===== config.mk =====
export PLATFORM = sky130hd
export DESIGN_NAME = complex_round_saturate
export DESIGN_NICKNAME = d
export VERILOG_FILES = /design/src/rtl/complex_round_saturate.sv
export SDC_FILE = /design/constraint.sdc
export NUM_CORES = 1
export LEC_CHECK = 0
export CAP_MARGIN = 30
export CORE_ASPECT_RATIO = 0.9
export CORE_MARGIN = 5
export CORE_UTILIZATION = 45
export CTS_CLUSTER_SIZE = 30
export DETAILED_ROUTE_END_ITERATION = 16
export GPL_ROUTABILITY_DRIVEN = 0
export PLACE_DENSITY = 0.78
export SYNTH_ARGS = -nofsm -noshare
export SYNTH_HDL_FRONTEND = slang
export SYNTH_SLANG_ARGS = --single-unit

===== constraint.sdc =====
create_clock -name i_clk -period 3.6 [get_ports i_clk]
set_clock_uncertainty 0.15 [all_clocks]
set_input_delay 0.72 -clock i_clk [delete_from_list [all_inputs] [get_ports i_clk]]
set_output_delay 0.72 -clock i_clk [all_outputs]
set_load 0.02 [all_outputs]

===== src/rtl/complex_round_saturate.sv =====
// complex_round_saturate: output formatting stage after the complex multiplier.
// Round (arithmetic right shift by FRAC_SHIFT) then saturate real/imag products
// to DATA_WIDTH bits through a two-register valid/ready pipeline, with sticky
// saturation flags and a non-wrapping saturation event counter.
// Build option: define ROUND_EVEN_EN for convergent (round-half-to-even) rounding;
// left undefined the stage rounds half-up toward +inf.
module complex_round_saturate #(
  parameter int DATA_WIDTH = 16,
  parameter int FRAC_SHIFT = 15,
  parameter int CNT_WIDTH  = 16
) (
  input  logic                         i_clk,
  input  logic                         i_rst,
  input  logic signed [2*DATA_WIDTH:0] i_real,
  input  logic signed [2*DATA_WIDTH:0] i_imag,
  input  logic                         i_valid,
  output logic                         o_ready,
  output logic signed [DATA_WIDTH-1:0] o_real,
  output logic signed [DATA_WIDTH-1:0] o_imag,
  output logic                         o_valid,
  input  logic                         i_ready,
  output logic                         o_sat_real,
  output logic                         o_sat_imag,
  output logic [CNT_WIDTH-1:0]         o_sat_count,
  input  logic                         i_clear_sat
);

  localparam int IN_W = 2 * DATA_WIDTH + 1;
  // One guard bit so the rounding add can never overflow.
  localparam int R_W  = IN_W + 1;
  localparam logic signed [R_W-1:0] ROUND_CONST = R_W'(1'b1) << (FRAC_SHIFT - 1);
`ifdef ROUND_EVEN_EN
  localparam logic [FRAC_SHIFT-1:0] HALF_LSB = FRAC_SHIFT'(1'b1) << (FRAC_SHIFT - 1);
`endif

  // Round-half-up shift; the convergent build pulls exact ties back to even.
  function automatic logic signed [R_W-1:0] round_shift(input logic signed [IN_W-1:0] x);
    logic signed [R_W-1:0] sum;
    logic signed [R_W-1:0] res;
    sum = $signed({x[IN_W-1], x}) + ROUND_CONST;
    res = sum >>> FRAC_SHIFT;
`ifdef ROUND_EVEN_EN
    // A tie rounded up to an odd value came from an even floor: step back.
    if ((x[FRAC_SHIFT-1:0] == HALF_LSB) && res[0]) begin
      res = res - R_W'(1'b1);
    end
`endif
    return res;
  endfunction

  // Clamp to DATA_WIDTH signed; returns {saturated_flag, value}.
  function automatic logic [DATA_WIDTH:0] saturate(input logic signed [R_W-1:0] r);
    logic [DATA_WIDTH:0] res;
    if (r[R_W-1:DATA_WIDTH-1] == {(R_W-DATA_WIDTH+1){r[R_W-1]}}) begin
      res = {1'b0, r[DATA_WIDTH-1:0]};
    end else if (r[R_W-1]) begin
      res = {1'b1, 1'b1, {(DATA_WIDTH-1){1'b0}}};
    end else begin
      res = {1'b1, 1'b0, {(DATA_WIDTH-1){1'b1}}};
    end
    return res;
  endfunction

  logic                  s1_valid;
  logic signed [R_W-1:0] r_real;
  logic signed [R_W-1:0] r_imag;
  logic                  load1;
  logic                  load2;
  logic [DATA_WIDTH:0]   sat_real_res;
  logic [DATA_WIDTH:0]   sat_imag_res;
  logic                  det_real;
  logic                  det_imag;

  // Handshake: each stage loads when it is empty or its contents move on.
  assign load2   = !o_valid | i_ready;
  assign load1   = !s1_valid | load2;
  assign o_ready = load1;

  // Saturation decode of the S1 contents and detection qualified by an S2 load.
  always_comb begin
    sat_real_res = saturate(r_real);
    sat_imag_res = saturate(r_imag);
    det_real     = load2 & s1_valid & sat_real_res[DATA_WIDTH];
    det_imag     = load2 & s1_valid & sat_imag_res[DATA_WIDTH];
  end

  // S1: rounded products; data only captured for valid input samples.
  always_ff @(posedge i_clk or posedge i_rst) begin
    if (i_rst) begin
      s1_valid <= 1'b0;
      r_real   <= '0;
      r_imag   <= '0;
    end else if (load1) begin
      s1_valid <= i_valid;
      if (i_valid) begin
        r_real <= round_shift(i_real);
        r_imag <= round_shift(i_imag);
      end
    end
  end

  // S2: saturated output register, held while downstream stalls.
  always_ff @(posedge i_clk or posedge i_rst) begin
    if (i_rst) begin
      o_valid <= 1'b0;
      o_real  <= '0;
      o_imag  <= '0;
    end else if (load2) begin
      o_valid <= s1_valid;
      if (s1_valid) begin
        o_real <= sat_real_res[DATA_WIDTH-1:0];
        o_imag <= sat_imag_res[DATA_WIDTH-1:0];
      end
    end
  end

  // Sticky flags and saturating event counter; clear beats a same-cycle event.
  always_ff @(posedge i_clk or posedge i_rst) begin
    if (i_rst) begin
      o_sat_real  <= 1'b0;
      o_sat_imag  <= 1'b0;
      o_sat_count <= '0;
    end else if (i_clear_sat) begin
      o_sat_real  <= 1'b0;
      o_sat_imag  <= 1'b0;
      o_sat_count <= '0;
    end else begin
      if (det_real) begin
        o_sat_real <= 1'b1;
      end
      if (det_imag) begin
        o_sat_imag <= 1'b1;
      end
      if ((det_real | det_imag) && (o_sat_count != {CNT_WIDTH{1'b1}})) begin
        o_sat_count <= o_sat_count + CNT_WIDTH'(1'b1);
      end
    end
  end

endmodule


==> qor.csv <==
metric,value,unit
Sw Share,0.325,
crit-path leading delay family,buffers and inverters,
Crit Path Max Fanout,3,
n_diodes,0,
RSZ-0062 raised after global routing,no,
FF-to-FF Start,r_imag[18],
vias in the first global route,3502,
post-route setup TNS,0,ps
vias,3693,
internal power,1.74,mW
Final ANT Viol Nets,0,
initial antenna violation count,0,
Ys Warns,0,
via/cell ratio,5.33,
Post-Synthesis Cells,473,
Final Non-Filler Cells,693,
min Tclk post-route,2920,ps
WP depth,3,
Initial Util,0.454,
Synth cell types,35,
clock sink count,90,
Reg power frac,0.491,
RR Endpoint,o_imag[4],
share of synthesized flip-flops with an asynchronous set or reset,1.00,
Worst-Margin Slew,1050,ps
H-tree depth,3,
met3 GRT Util,0.0311,
CP arrival,2050,ps
dpl ws,580,ps
CTS max path bufs,2,
GRT met1 Usage,0.244,
Startpoint Class,input port,
flop2flop setup slack,1130,ps
clock share of power,0.232,
critical path launch point,i_ready,
# DRC,0,
final core utilization,0.586,
CP max stage cell,clkdlybuf4s50_1,
Post-synth EDFFs,0,
"Net Count, Synth",547,
final hold vios,0,
post-DP HPWL,7490,um
FF-to-FF path depth,5,
width of the die,113,um
fmax,343,MHz
register bit count reported by yosys,90,
Overall Global Routing Usage,0.175,
Hold Buf Count CTS,0,
Rows,34,
CTS tree,done,
clock buffer count from CTS,9,
grt ovf,0,
"Primary FF master, synth",dfrtp_1,
fin crit share,0.810,
run status,"finished, final reports clean",
Routed WL per cell,14.4,um
most numerous cell on the critical path,clkdlybuf4s50_1,
CTS root buf,clkbuf_8,
final total power,2.58,mW
fin nets,636,
synth top area cells,"dfrtp_1 (52%), o21ai_0 (8.7%), nand2_1 (7.5%)",
num ports,123,
Yosys top cell by area,dfrtp_1,
GR peak layer,met2,
CP Data Required Time,2730,ps
Port Buffers,94,
Setup crit end,o_ready,
Final Setup Violations,0,
Die ar.,11700,sq um
Avg Inst Size Synth,9.15,sq um
share of layout cells above drive strength 1,0.0600,
Hold Path Class,reg -> reg,
Max-cap violations,0,
Crit path largest cell delay,650,ps
Pre-antenna DRT Iters,5,
CORE AREA,9530,sq um
first-pass GRT wire length,16800,um
"Clk Latency, worst-skew pair",340,ps
Post-CTS Setup Inserts,0,
post-synth top area share,0.520,
GRT met2 Usage,0.276,
Gate power share,0.277,
sequential share of the synthesized area,0.520,
Max rail drop VDD,0.269,mV
Slew headroom,0.299,
mapped cell area,4330,sq um
CP Buf/Inv Count,2,
Lkg Pwr,2.24,nW
clock-pin slew on the worst setup and hold paths,90,ps
fin worst setup slack,685,ps
Syn-to-layout area delta,29.0,%
drt total wl,10000,um
initial DRC count,183,
Max Slew Vio Count,0,
crit end category,output pin,
CP Cell Sequence,"clkdlybuf4s50_1, nand3b_1, clkdlybuf4s50_1",
P per Cell Area,463,nW/um^2
largest net degree at the start of global routing,49,
cts repair resizes,0,
DP Cell Count,677,
Sw Pwr,840,uW
CP Class,in -> out,
Die Y,103,um
sequential cells by signal (all words and copies together) (netlist names):
register,cells
o_sat_count,16
o_sat_imag,1
r_real,19
o_valid,1
o_real,16
s1_valid,1
o_imag,16
r_imag,19
o_sat_real,1
per-layer routing:
metal	up-vias	part of all wire
met2	92	0.47
met1	1768	0.47
met5	-	0
met4	0	0.012
met3	10	0.047
li1	1823	-
synthesized netlist by cell type (2+ instances only):
cell and count:
clkbuf_1 18, inv_1 6, xnor2_1 22, and4_1 5
o21ai_0 75, a21oi_1 27, nand4_1 14, or4_1 5
dfrtp_1 90, nand2_1 86, ha_1 3, or3_1 3
xor2_1 22, nand3_1 21, nand2b_1 3, and2_1 2
buf_1 5, nor2b_1 2, and3_1 3, nor4_1 10
mux2_2 5, nor3_1 7, nor2_1 27
final cells by class:
type | count | area, sq um
fillers | 844 | 3950
flip-flops and latches | 90 | 2250
multi-input cells | 353 | 1970
repair buffers | 102 | 1010
well taps | 126 | 158
clock buffers | 10 | 128
clock inverters | 6 | 42.5
inverters | 6 | 23.8
power by group through the flow:
| stage | registers (mW) | clock network (mW) | logic [mW] |
|---|---|---|---|
| 2_1_floorplan | 1.39 | 0 | 0.252 |
| 5_1_grt | 1.29 | 0.659 | 0.782 |
| 3_5_place_dp | 1.29 | 0 | 0.721 |
| 6_report | 1.27 | 0.599 | 0.716 |
| 3_3_place_gp | 1.29 | 0 | 0.704 |
| 4_1_cts | 1.27 | 0.620 | 0.724 |
worst register-to-register path, stage by stage, from the launching register on:
cell	delay [ps]
dfrtp_1	420
or4_1	560
nand2_1	490
nor2_1	400
a21oi_1	220
o21ai_0	100
placed cells by master, fill, tap and decap left out, drive strengths merged, types with 4 or more instances in the layout:
cell type / n
mux2: 5
xor2: 22
clkdlybuf4s50: 94
or4: 5
nor2: 27
nor3: 7
nor4: 10
dfrtp: 90
nand3: 22
o21ai: 75
inv: 6
nand2: 86
a21oi: 27
and4: 5
clkbuf: 10
buf: 8
clkinv: 4
xnor2: 22
nand4: 15
cell families (layout without fill, tap and decap cells):
family / after synthesis / in the layout / synth area share
buffers and inverters: 30 / 124 / 0.0263
adders and majority gates: 3 / 3 / 0.00867
muxes: 6 / 6 / 0.0153
xor gates and xnor gates: 44 / 44 / 0.0890
DFF: 90 / 90 / 0.520
and+or+nand+nor: 193 / 193 / 0.213
AOI/OAI and AO/OA: 107 / 107 / 0.127
through the flow:
stage	cell area (sq um)	hold slack [ps]
3_5_place_dp	5410	316
4_1_cts	5580	337
3_3_place_gp	5410	306
6_report	5580	331
2_1_floorplan	4330	295
5_1_grt	5580	350
worst min-delay path by stage:
stage	start	endpoint	slack, ps	cells past startpoint
final	r_real[10]	r_real[10]	330	2
after global routing	o_real[5]	o_real[5]	350	2
after CTS	r_real[9]	r_real[9]	340	2
after detailed placement	r_real[9]	r_real[9]	320	2
after global placement	r_real[10]	r_real[10]	310	2
after floorplan	r_real[10]	r_real[10]	290	2
No activity file was read; power rests on OpenSTA's default activity.
==> variant (config.mk and constraints unchanged) <==
Register the output `o_sat_count` once more, without a reset; this adds one clock of latency there. The other outputs are not delayed to match.
--- a/src/rtl/complex_round_saturate.sv
+++ b/src/rtl/complex_round_saturate.sv
@@ -31,2 +31,4 @@
   localparam logic signed [R_W-1:0] ROUND_CONST = R_W'(1'b1) << (FRAC_SHIFT - 1);
+
+  logic [CNT_WIDTH-1:0] o_sat_count_s0;
 `ifdef ROUND_EVEN_EN
@@ -121,3 +123,3 @@
       o_sat_imag  <= 1'b0;
-      o_sat_count <= '0;
+      o_sat_count_s0 <= '0;
     end else if (i_clear_sat) begin
@@ -125,3 +127,3 @@
       o_sat_imag  <= 1'b0;
-      o_sat_count <= '0;
+      o_sat_count_s0 <= '0;
     end else begin
@@ -133,4 +135,4 @@
       end
-      if ((det_real | det_imag) && (o_sat_count != {CNT_WIDTH{1'b1}})) begin
-        o_sat_count <= o_sat_count + CNT_WIDTH'(1'b1);
+      if ((det_real | det_imag) && (o_sat_count_s0 != {CNT_WIDTH{1'b1}})) begin
+        o_sat_count_s0 <= o_sat_count_s0 + CNT_WIDTH'(1'b1);
       end
@@ -139,2 +141,6 @@
 
+  always_ff @(posedge i_clk) begin
+    o_sat_count <= o_sat_count_s0;
+  end
+
 endmodule
Check against the original RTL: not equivalent (Yosys sat finds a counterexample within 4 cycles, from zero or initial values and one cycle with i_rst high).
==> variant against the original RTL <==
Clock power grew 85%. Cell area grew 9.1%. Highest routed layer unchanged. Sequential cell count grew 16. Setup slack gained 0.054 ns. Largest power group unchanged. Critical path type unchanged. Wire length grew 5.8%. Area after synthesis grew 7.8%. Power grew 27%.
==> variant: results (changes against the original RTL) <==
- Leak: 2.44 nW (+8.9%)
- Nets: 654 (+2.8%)
- Worst-Skew Late Latency: 0.33 ns
- Syn nets: 566 (+3.5%)
- WP data arrival: 1.99 ns (-0.06 ns)
- Pre-CTS WS: 0.713 ns (+0.133 ns)
- TritonCTS buffer count: 9 (unchanged)
- DP Wirelength: 7850 µm (+4.8%)
- Largest net degree at the start of global routing: 50 (+2.0%)
- Synth warnings: 0 (unchanged)
- Synth cell types: 39 (+11%)
- Worst hold path type: reg2reg
- Outcome: complete, no violations
- Top_reg_cell synth: dfrtp_1
- Root buffer selected by CTS: clkbuf_16
- Final WS setup: 0.739 ns (+0.0537 ns)
- Antenna violations before repair: 0 (unchanged)
- Vias in the first global route: 3683 (+5.2%)
- Sequential share of the synthesized area: 55.1% (+3.1 points)
- I/O Buffers: 94 (unchanged)
- Layout fillers: 871 (+3.2%)
- H-tree level count: 3 (unchanged)
- NetSw: 0.000923 W (+9.8%)
- Max rail drop VDD: 296 µV (+10%)
- Endpoints failing hold: 0 (unchanged)
- Synth area leaders: dfrtp_1, o21ai_0, nand2_1, dfxtp_1, xnor2_1
- PostCTS Resize Cnt: 0 (unchanged)
- Crit-path max FO: 3 (unchanged)
- Routed wire length: 10600 µm (+5.8%)
- Worst-case clock buffer depth: 2 (unchanged)
- Worst-path clk slew: 0.07 ns (-0.02 ns)
- Number of synthesized register bits: 106 (+18%)
- FF-to-FF setup slack: 1.04 ns (-0.09 ns)
- Via count: 3770 (+2.1%)
- Post-synth ARST share: 84.9% (-15 points)
- Commonest cells post-synth: dfrtp_1, nand2_1, o21ai_0
- Drt initial violations: 209 (+14%)
- All-layer global routing usage: 17.2% (-0.35 points)
- Global-route wire length before repair: 18000 µm (+7.3%)
- Layout cells sized above 1: 5.64% (-0.36 points)
- Drt pass-1 iters: 4 (-1)
- Slew Limit Headroom: 36.4% (+6.5 points)
- Antenna cell count: 0 (unchanged)
- Setup Buffers After CTS: 0 (unchanged)
## variant: final timing paths
path | start | end | cells past startpoint
max | i_ready | o_ready | 3
min | o_sat_count_s0[7] | o_sat_count[7] | 0
min reg2reg | o_sat_count_s0[7] | o_sat_count[7] | 0
min in group asynchronous | i_rst | o_real[12] | 2
max in group asynchronous | i_rst | r_real[1] | 3
max reg2reg | o_sat_count_s0[0] | o_sat_count_s0[3] | 6
## variant: final cells by class
class | instances | area [µm²] | share of cell area (%)
Multi-Input combinational cell | 356 | 1990 | 32.6
Clock buffer | 10 | 229 | 3.76
Sequential cell | 106 | 2570 | 42.2
Clock inverter | 6 | 114 | 1.87
Timing Repair Buffer | 98 | 996 | 16.3
Tap cell | 129 | 161 | 2.65
Inverter | 9 | 35.0 | 0.575
## variant: per-stage QoR
stage	hold WS, ns	utilization [%]	cell area, µm²	cells	power (W)
floorplan	0.192	-	4670	492	0.00183
global placement	0.267	56.4	5750	698	0.00217
detailed placement	0.278	56.4	5750	698	0.00220
CTS	0.292	59.7	6090	714	0.00331
global route	0.298	59.7	6090	714	0.00344
finish	0.291	59.7	6090	714	0.00328
## variant: critical path, cell delays in order
cell and delay [ns]:
clkdlybuf4s50_1 0.46, nand3b_1 0.18, clkdlybuf4s50_1 0.63
## variant: routing by layer
layer  up-vias  GRT usage, %  routed length (µm)
met5         -             0                   0
met4         0          4.81                 110
met3         8          4.32                 561
met2        93          27.8                5140
met1      1791          23.1                4790
li1       1878             -                   -
## variant: power by group through the flow
| stage | Sequential [W] | Clock, W | Combinational, W |
|---|---|---|---|
| after detailed placement | 0.00148 | 0 | 0.000723 |
| final | 0.00145 | 0.00111 | 0.000718 |
| after global routing | 0.00147 | 0.00118 | 0.000781 |
| after CTS | 0.00146 | 0.00112 | 0.000727 |
| after global placement | 0.00147 | 0 | 0.000707 |
| after floorplan | 0.00158 | 0 | 0.000253 |
## variant: cells by family (layout without fill, tap and decap cells)
family,count (synthesis),after routing,synth area share [%]
XOR/XNOR,43,43,8.07
AO/OA/AOI/OAI,110,110,12.5
AND/OR/NAND/NOR,194,194,19.7
multiplexers,6,6,1.42
flip-flops,106,106,55.1
adder cells (fa/ha/maj),3,3,0.804
buffers and inverters,30,123,2.44
